[src/rtl/clk_tick_pkg.sv]
// Shared constants for the multi-channel tick generator.
// Holds the mode encodings, the default counter width and 50 MHz divisor presets.
package clk_tick_pkg;

    localparam logic MODE_TOGGLE = 1'b0;
    localparam logic MODE_PULSE  = 1'b1;

    localparam int unsigned CNT_W_DEF = 32;

    localparam int unsigned DIV_1MS  = 50000;
    localparam int unsigned DIV_10MS = 500000;
    localparam int unsigned DIV_1S   = 50000000;

endpackage

[src/rtl/clk_tick_ch.sv]
// One tick channel: wrap counter, toggle/pulse output mux and optional pulse stretch.
// Pulse stretching is built only when CLKGEN_STRETCH_EN is defined.
module clk_tick_ch
    import clk_tick_pkg::*;
#(
    parameter int unsigned CNT_W   = CNT_W_DEF,
    parameter int unsigned PULSE_W = 1
) (
    input  logic             clk,
    input  logic             rst,
    input  logic             sync_clr,
    input  logic             en,
    input  logic             mode,
    input  logic [CNT_W-1:0] div_val,
    output logic             clk_out,
    output logic             tick_out
);

    logic [CNT_W-1:0] div_eff;
    logic [CNT_W-1:0] cnt_q, cnt_d;
    logic             clk_q, clk_d;
    logic             tick_q, tick_d;
    logic             term;
    logic             hold;

    // Divisor is used live; zero behaves like one.
    assign div_eff = (div_val == '0) ? CNT_W'(1) : div_val;
    // >= so a divisor shrinking below the current count wraps on the next edge.
    assign term    = (cnt_q >= (div_eff - CNT_W'(1)));
    assign hold    = sync_clr | ~en;

`ifdef CLKGEN_STRETCH_EN
    localparam int unsigned SW = (PULSE_W > 1) ? $clog2(PULSE_W) : 1;
    localparam logic [CNT_W:0] PW_EXT = (CNT_W + 1)'(PULSE_W);

    logic [SW-1:0] str_q, str_d;
    logic [SW-1:0] str_load;

    // Extra high cycles after the term edge: min(PULSE_W, div_eff) - 1.
    always_comb begin
        str_load = '0;
        if ({1'b0, div_eff} >= PW_EXT) begin
            str_load = SW'(PULSE_W - 1);
        end else begin
            str_load = SW'(div_eff - CNT_W'(1));
        end
    end
`endif

    always_comb begin
        cnt_d  = '0;
        tick_d = 1'b0;
        clk_d  = 1'b0;
`ifdef CLKGEN_STRETCH_EN
        str_d  = '0;
`endif
        if (!hold) begin
            cnt_d  = term ? '0 : cnt_q + CNT_W'(1);
            tick_d = term;
            if (mode == MODE_TOGGLE) begin
                clk_d = clk_q ^ term;
            end else begin
`ifdef CLKGEN_STRETCH_EN
                if (term) begin
                    clk_d = 1'b1;
                    str_d = str_load;
                end else if (str_q != '0) begin
                    clk_d = 1'b1;
                    str_d = str_q - SW'(1);
                end
`else
                clk_d = term;
`endif
            end
        end
    end

    always_ff @(posedge clk or posedge rst) begin
        if (rst) begin
            cnt_q  <= '0;
            clk_q  <= 1'b0;
            tick_q <= 1'b0;
        end else begin
            cnt_q  <= cnt_d;
            clk_q  <= clk_d;
            tick_q <= tick_d;
        end
    end

`ifdef CLKGEN_STRETCH_EN
    always_ff @(posedge clk or posedge rst) begin
        if (rst) begin
            str_q <= '0;
        end else begin
            str_q <= str_d;
        end
    end
`endif

    assign clk_out  = clk_q;
    assign tick_out = tick_q;

endmodule

[src/rtl/clk_tick_gen.sv]
// Multi-channel tick / clock-enable generator, one clk_tick_ch per channel.
// Define CLKGEN_STRETCH_EN to stretch pulse-mode outputs to PULSE_W cycles.
module clk_tick_gen
    import clk_tick_pkg::*;
#(
    parameter int unsigned NUM_CH  = 4,
    parameter int unsigned CNT_W   = CNT_W_DEF,
    parameter int unsigned PULSE_W = 1
) (
    input  logic                    MCLK,
    input  logic                    RESET_IN,
    input  logic                    SYNC_CLR,
    input  logic [NUM_CH-1:0]       CH_EN,
    input  logic [NUM_CH-1:0]       CH_MODE,
    input  logic [NUM_CH*CNT_W-1:0] DIV_VAL,
    output logic [NUM_CH-1:0]       CLK_OUT,
    output logic [NUM_CH-1:0]       TICK_OUT
);

    for (genvar i = 0; i < NUM_CH; i++) begin : g_ch
        clk_tick_ch #(
            .CNT_W   (CNT_W),
            .PULSE_W (PULSE_W)
        ) u_ch (
            .clk      (MCLK),
            .rst      (RESET_IN),
            .sync_clr (SYNC_CLR),
            .en       (CH_EN[i]),
            .mode     (CH_MODE[i]),
            .div_val  (DIV_VAL[i*CNT_W +: CNT_W]),
            .clk_out  (CLK_OUT[i]),
            .tick_out (TICK_OUT[i])
        );
    end

endmodule

[config.mk]
export PLATFORM = sky130hd
export DESIGN_NAME = clk_tick_gen
export DESIGN_NICKNAME = d
export VERILOG_FILES = /design/src/rtl/clk_tick_pkg.sv /design/src/rtl/clk_tick_ch.sv /design/src/rtl/clk_tick_gen.sv
export SDC_FILE = /design/constraint.sdc
export NUM_CORES = 1
export LEC_CHECK = 0
export CAP_MARGIN = 5
export CORE_AREA = 2 2 131 229
export DETAILED_ROUTE_END_ITERATION = 8
export DIE_AREA = 0 0 133 231
export SETUP_SLACK_MARGIN = 0.4
export SYNTH_ARGS = -nofsm -noshare
export SYNTH_HDL_FRONTEND = slang
export SYNTH_SLANG_ARGS = --single-unit
[constraint.sdc]
create_clock -name MCLK -period 8.7 [get_ports MCLK]
set_input_delay 1.305 -clock MCLK [delete_from_list [all_inputs] [get_ports MCLK]]
set_output_delay 1.305 -clock MCLK [all_outputs]
set_load 0.02 [all_outputs]
## Word-level counts from Yosys, hierarchy flattened

Index checks and enable logic that the tools add are counted.

- Input bits: 139
- Word-level logic and storage cells: 64
- Output and inout bits: 8
- Register bits after elaboration: 136

- Order comparisons: 4
- Reduce and logical (&&, ||, !) cells: 4
- Add/subtract/negate cells: 8
- Bitwise logic cells: 12
- Muxes and demuxes: 24

Operator list:

| kind | count |
|---|---|
| 2-to-1 mux 32 bit | 12 |
| adder 32 x 1 -> 32 bit (second input constant) | 4 |
| >= comparator 32 bit | 4 |
| logical NOT 32 bit | 4 |
| subtractor 32 x 1 -> 32 bit (second input constant) | 4 |
| 2-to-1 mux 1 bit | 12 |
| inverter 1 bit | 4 |
| OR 1 bit | 4 |
| bitwise XOR 1 bit | 4 |

## Depth between registers and ports, before layout

- Word-level depth: 7
- Depth in mapped cells: 21
- Depth with buffers taken out: 18

## Hierarchy

A second synthesis with hierarchy kept.

- Cell total of the unflattened synthesis: 1348
- Area total of the unflattened synthesis: 11796.3 um2

Modules (own cells, without submodules):

| module | instances | cells an instance | seq. area each (um2) | area an instance (um2) |
|---|---|---|---|---|
| clk_tick_ch at g_ch[1].u_ch ... | 2 | 340 | 850.8 | 2947.8 |
| clk_tick_ch at g_ch[3].u_ch | 1 | 327 | 850.8 | 2966.6 |
| clk_tick_ch at g_ch[0].u_ch | 1 | 341 | 850.8 | 2934.1 |

## Worst setup path before layout

No wires, ideal clock.

- Path kind: in2reg
- Start point: input DIV_VAL[97]
- End point: register g_ch[3].u_ch.cnt_q[11]
- Arrival: 5.666 ns
- Library setup time: 0.072 ns
- Cell stages on the path: 20
- Data required time: 8.628 ns
- Path slack: 2.962 ns
- Path buffers: 2
- Cell sequence: or3_1 > or4_1 > or4_1 > nor3_1 > nor2_1 > ha_1 > nand2_1 > or4_1 > clkbuf_1 > or3_1 > nor3_1 > xnor2_1 > ha_1 > nand2_1 > o21ai_0 > a221o_1 > a2111oi_0 > o211ai_1 > clkbuf_1 > nor2_1

- Longest elaborated chain between the ends: 6

Ends and longest elaborated chain:

| item | RTL line | source |
|---|---|---|
| start: declaration | clk_tick_gen.sv:15 | `input logic [NUM_CH*CNT_W-1:0] DIV_VAL,` |
| logical NOT 32 bit | clk_tick_ch.sv:27 | `assign div_eff = (div_val == '0) ? CNT_W'(1) : div_val;` |
| 2-to-1 mux 32 bit (*) | clk_tick_ch.sv:27 |  |
| subtractor 32 x 1 -> 32 bit (*) | clk_tick_ch.sv:29 | `assign term = (cnt_q >= (div_eff - CNT_W'(1)));` |
| >= comparator 32 bit (*) | clk_tick_ch.sv:29 |  |
| 2-to-1 mux 32 bit (*) | clk_tick_ch.sv:58 | `cnt_d = term ? '0 : cnt_q + CNT_W'(1);` |
| 2-to-1 mux 32 bit (*) | clk_tick_ch.sv:57 | `if (!hold) begin` |
| named net g_ch[3].u_ch.cnt_d[11] | clk_tick_ch.sv:20 | `logic [CNT_W-1:0] cnt_q, cnt_d;` |
| end signal: assignment | clk_tick_ch.sv:84 | `cnt_q <= cnt_d;` |
| end: declaration | clk_tick_ch.sv:20 |  |

Mark *: on every way through the listed nets, which the timed path passes. The rest lies on a longest branch.

## Worst setup path in the final report

- Start point: input DIV_VAL[117]
- End point: register g_ch[3].u_ch.cnt_q[12]

Same word-level chain as after synthesis.

==> run summary <==
Worst Hold Slack -> 0.4875 ns
Synth Area in Simple Gates -> 28.08%
vias after detailed routing -> 9,917
Post-CTS Setup Inserts -> 0
# DRC -> 0
flops & latches, synth -> 136
DIE AREA -> 30,720 um2
main combinational cell family by area after synthesis -> simple AND/OR/NAND/NOR gates
worst rel slew slack -> 30.39%
row count -> 83
FMAX -> 149.7 MHz
CP max-delay cell -> nor4_1
Die X -> 133 um
largest net degree at the start of global routing -> 74
Power Density -> 110.5 nW/um2
clk_skew -> 0.006906 ns
Synth Area in XOR/XNOR -> 17.52%
Slew @ Worst Pin -> 1.044 ns
routability cong. -> 0.9041
TNS Setup -> 0 ns
Adder-Cell Fraction of Synth Area -> 14.86%
EDFF count, synth -> 0
WL/cell -> 15.79 um
Die H -> 231 um
count leader, synth -> nor2_1
Seq/Total Area, Yosys -> 29.73%
CP Capture Type -> register
CTS Buf Count -> 17
most used flip-flop cell after synthesis -> dfrtp_1
WP data arrival -> 7.04 ns
Hold Crit Class -> register to register
GR Overflow Total -> 0
crit path launch type -> input port
multiplexer share of the synthesized area -> 0.4372%
final setup fails -> 0
Layout Cells excl Fill -> 1,870
YS warnings -> 0
CTS max path bufs -> 2
Worst Path Required -> 9.06 ns
Cell Area, Synth -> 11,450 um2
H-tree depth -> 4
ys async rst share -> 100.0%
CP peak stage delay -> 0.91 ns
IO Port Bufs -> 146
Final Hold Viols -> 0
first-pass GRT wire length -> 49.38 mm
layout filler cell count -> 2,859
first-pass iteration count of the detailed router -> 5
Min Clock Period, post-route -> 6.678 ns
vias in the first global route -> 10,098
post-synth cell types -> 53
core box area -> 28,970 um2
initial antenna violation count -> 0
maximum vdd drop -> 0.0001470 V
area leader, netlist -> dfrtp_1
most frequent CP cell -> nand2_1
clock root buffer -> clkbuf_16
clock-pin slew on the worst setup and hold paths -> 0.06 ns
n_diodes -> 0
CP cell instances -> clkdlybuf4s50_1, nor4_1, nand2_1, or4_1, nor3_1, nor2_1, ha_1, nand2_1, or4_1, or3_1, nor3_1, xnor2_1, ha_1, nand2_1, o21ai_0, a221o_1, a2111oi_0, o211ai_1, buf_4, nor2_1
outcome -> completed
cell count after synthesis -> 1,332
critical path peak fanout -> 31
Placed Cells incl. Taps -> 1,839
Layout area overhead -> 21.02%
Final ANT Viol Nets -> 0
nets@finish -> 1,751
maxcap violations -> 0
CTS-repair resized insts -> 0
CP bufs+invs -> 2
share of cells above drive strength 1 -> 3.159%
CTS tree -> yes
Skew-Pair Late Insertion Delay -> 0.43 ns
Initial Util -> 39.51%
LEAKAGE -> 5.582 nW
Mean Syn Cell Area -> 8.595 um2
synth cell count leaders -> nor2_1, dfrtp_1, ha_1
All-Layer GR Usage -> 19.94%
Via density -> 5.303
critical path class -> input port to register
unrepaired setup endpoints after global routing -> false
syn nets -> 1,607
Boundary Pins -> 147
Compound-Gate Fraction of Synth Area -> 7.410%
Post-CTS Hold Buffers -> 0
Synth area leaders -> dfrtp_1, ha_1, xnor2_1
dpl hpwl -> 23.59 mm
fin crit share -> 76.76%
Routed Wire Length -> 29.54 mm
starting DRC count in detailed routing -> 371
Synth top area share -> 29.73%
Sink Count -> 136
fin. max-slew vios -> 0
CP delay by family, top -> simple AND/OR/NAND/NOR gates
==> through the flow <==
| stage | utilization, % | total power, mW | instance area (um2) | worst slack, ns |
|---|---|---|---|---|
| 2_1_floorplan | - | 0.7398 | 11450 | 2.962 |
| 3_3_place_gp | 45.93 | 0.8558 | 13310 | 1.766 |
| 3_5_place_dp | 45.93 | 0.8582 | 13310 | 1.605 |
| 4_1_cts | 47.82 | 1.549 | 13850 | 2.049 |
| 5_1_grt | 47.82 | 1.600 | 13850 | 1.458 |
| 6_report | 47.82 | 1.531 | 13850 | 2.022 |
==> cell usage in the layout, fill, tap and decap left out, types with 3 or more instances in the layout <==
cell type and count:
xnor2_1 120, nand2_1 99, nor4b_1 4, nor3_1 57, a21o_1 15, nor2b_1 20
a21oi_1 47, clkinvlp_4 4, and3_1 24, nand4_1 38, o211ai_1 3, nor4_1 32
ha_1 136, or3_1 17, nand4b_1 4, clkdlybuf4s50_1 146, or2_2 4, xor2_1 109
nand3b_1 9, a21boi_0 3, o21ai_0 19, clkbuf_16 17, dfrtp_1 136, a211oi_1 5
mux2i_1 5, or4_1 14, nand3_1 71, o21a_1 11, buf_4 6, a221o_1 4
nor2_1 213, clkinv_2 3, a2111oi_0 9, and4_1 14, nand2b_1 9, and2_1 6
inv_1 24
==> metal layers <==
metal	wire, um	global-route usage (%)	part of all wire, %	up-vias
li1	-	-	-	5015
met1	11300	20.66	38	4710
met2	16850	39.83	57	143
met3	601	2.679	2.0	49
met4	781	7.392	2.6	0
met5	0	0	0	-
==> sequential cells by signal, indices dropped and copies added, names as in the netlist <==
signal              cells
g_ch.u_ch.cnt_q       128
g_ch.u_ch.clk_out       4
g_ch.u_ch.tick_out      4
==> cells by family after synthesis <==
| group | after synthesis |
|---|---|
| muxes | 5 |
| DFF | 136 |
| buffers and inverters | 52 |
| AOI/OAI and AO/OA | 129 |
| adders and majority gates | 136 |
| and+or+nand+nor | 645 |
| xor gates and xnor gates | 229 |
==> final timing paths <==
path | depth (start not counted) | startpoint | slack (ns) | to
setup / recovery | 20 | DIV_VAL[117] | 2.02 | g_ch[3].u_ch.cnt_q[12]$_DFF_PP0_
hold / removal | 1 | g_ch[1].u_ch.cnt_q[0]$_DFF_PP0_ | 0.49 | g_ch[1].u_ch.cnt_q[0]$_DFF_PP0_
setup reg to reg | 9 | g_ch[2].u_ch.cnt_q[0]$_DFF_PP0_ | 5.31 | g_ch[2].u_ch.cnt_q[5]$_DFF_PP0_
hold reg to reg | 1 | g_ch[1].u_ch.cnt_q[0]$_DFF_PP0_ | 0.49 | g_ch[1].u_ch.cnt_q[0]$_DFF_PP0_
max in group asynchronous | 3 | RESET_IN | 6.00 | g_ch[3].u_ch.clk_out$_DFF_PP0_
min in group asynchronous | 2 | RESET_IN | 1.32 | g_ch[1].u_ch.cnt_q[3]$_DFF_PP0_
==> worst reg2reg max path: cells and delay by family, from the launching register on <==
kind | cells | cell delay, ns
and+or+nand+nor | 2 | 0.27
adders and majority gates | 1 | 0.28
AOI/OAI and AO/OA | 4 | 1.85
buffers and inverters | 2 | 0.47
DFF | 1 | 0.44
==> power breakdown <==
group / leakage [nW] / total [mW] / internal, mW / switching, mW
Sequential: 1.90 / 0.637 / 0.634 / 0.00254
Combinational: 3.43 / 0.208 / 0.103 / 0.106
Clock: 0.258 / 0.686 / 0.398 / 0.287
==> final cells by class <==
cell class              count  area [um2]  area share, %
clock buffers              20       446.7          3.224
clock inverters            11       101.3         0.7315
inverters                  25       98.84         0.7134
multi-input cells        1144        7820          56.44
flip-flops and latches    136        3403          24.56
well taps                 382       478.0          3.450
repair buffers            152        1506          10.87
No activity file was read; power rests on OpenSTA's default activity.
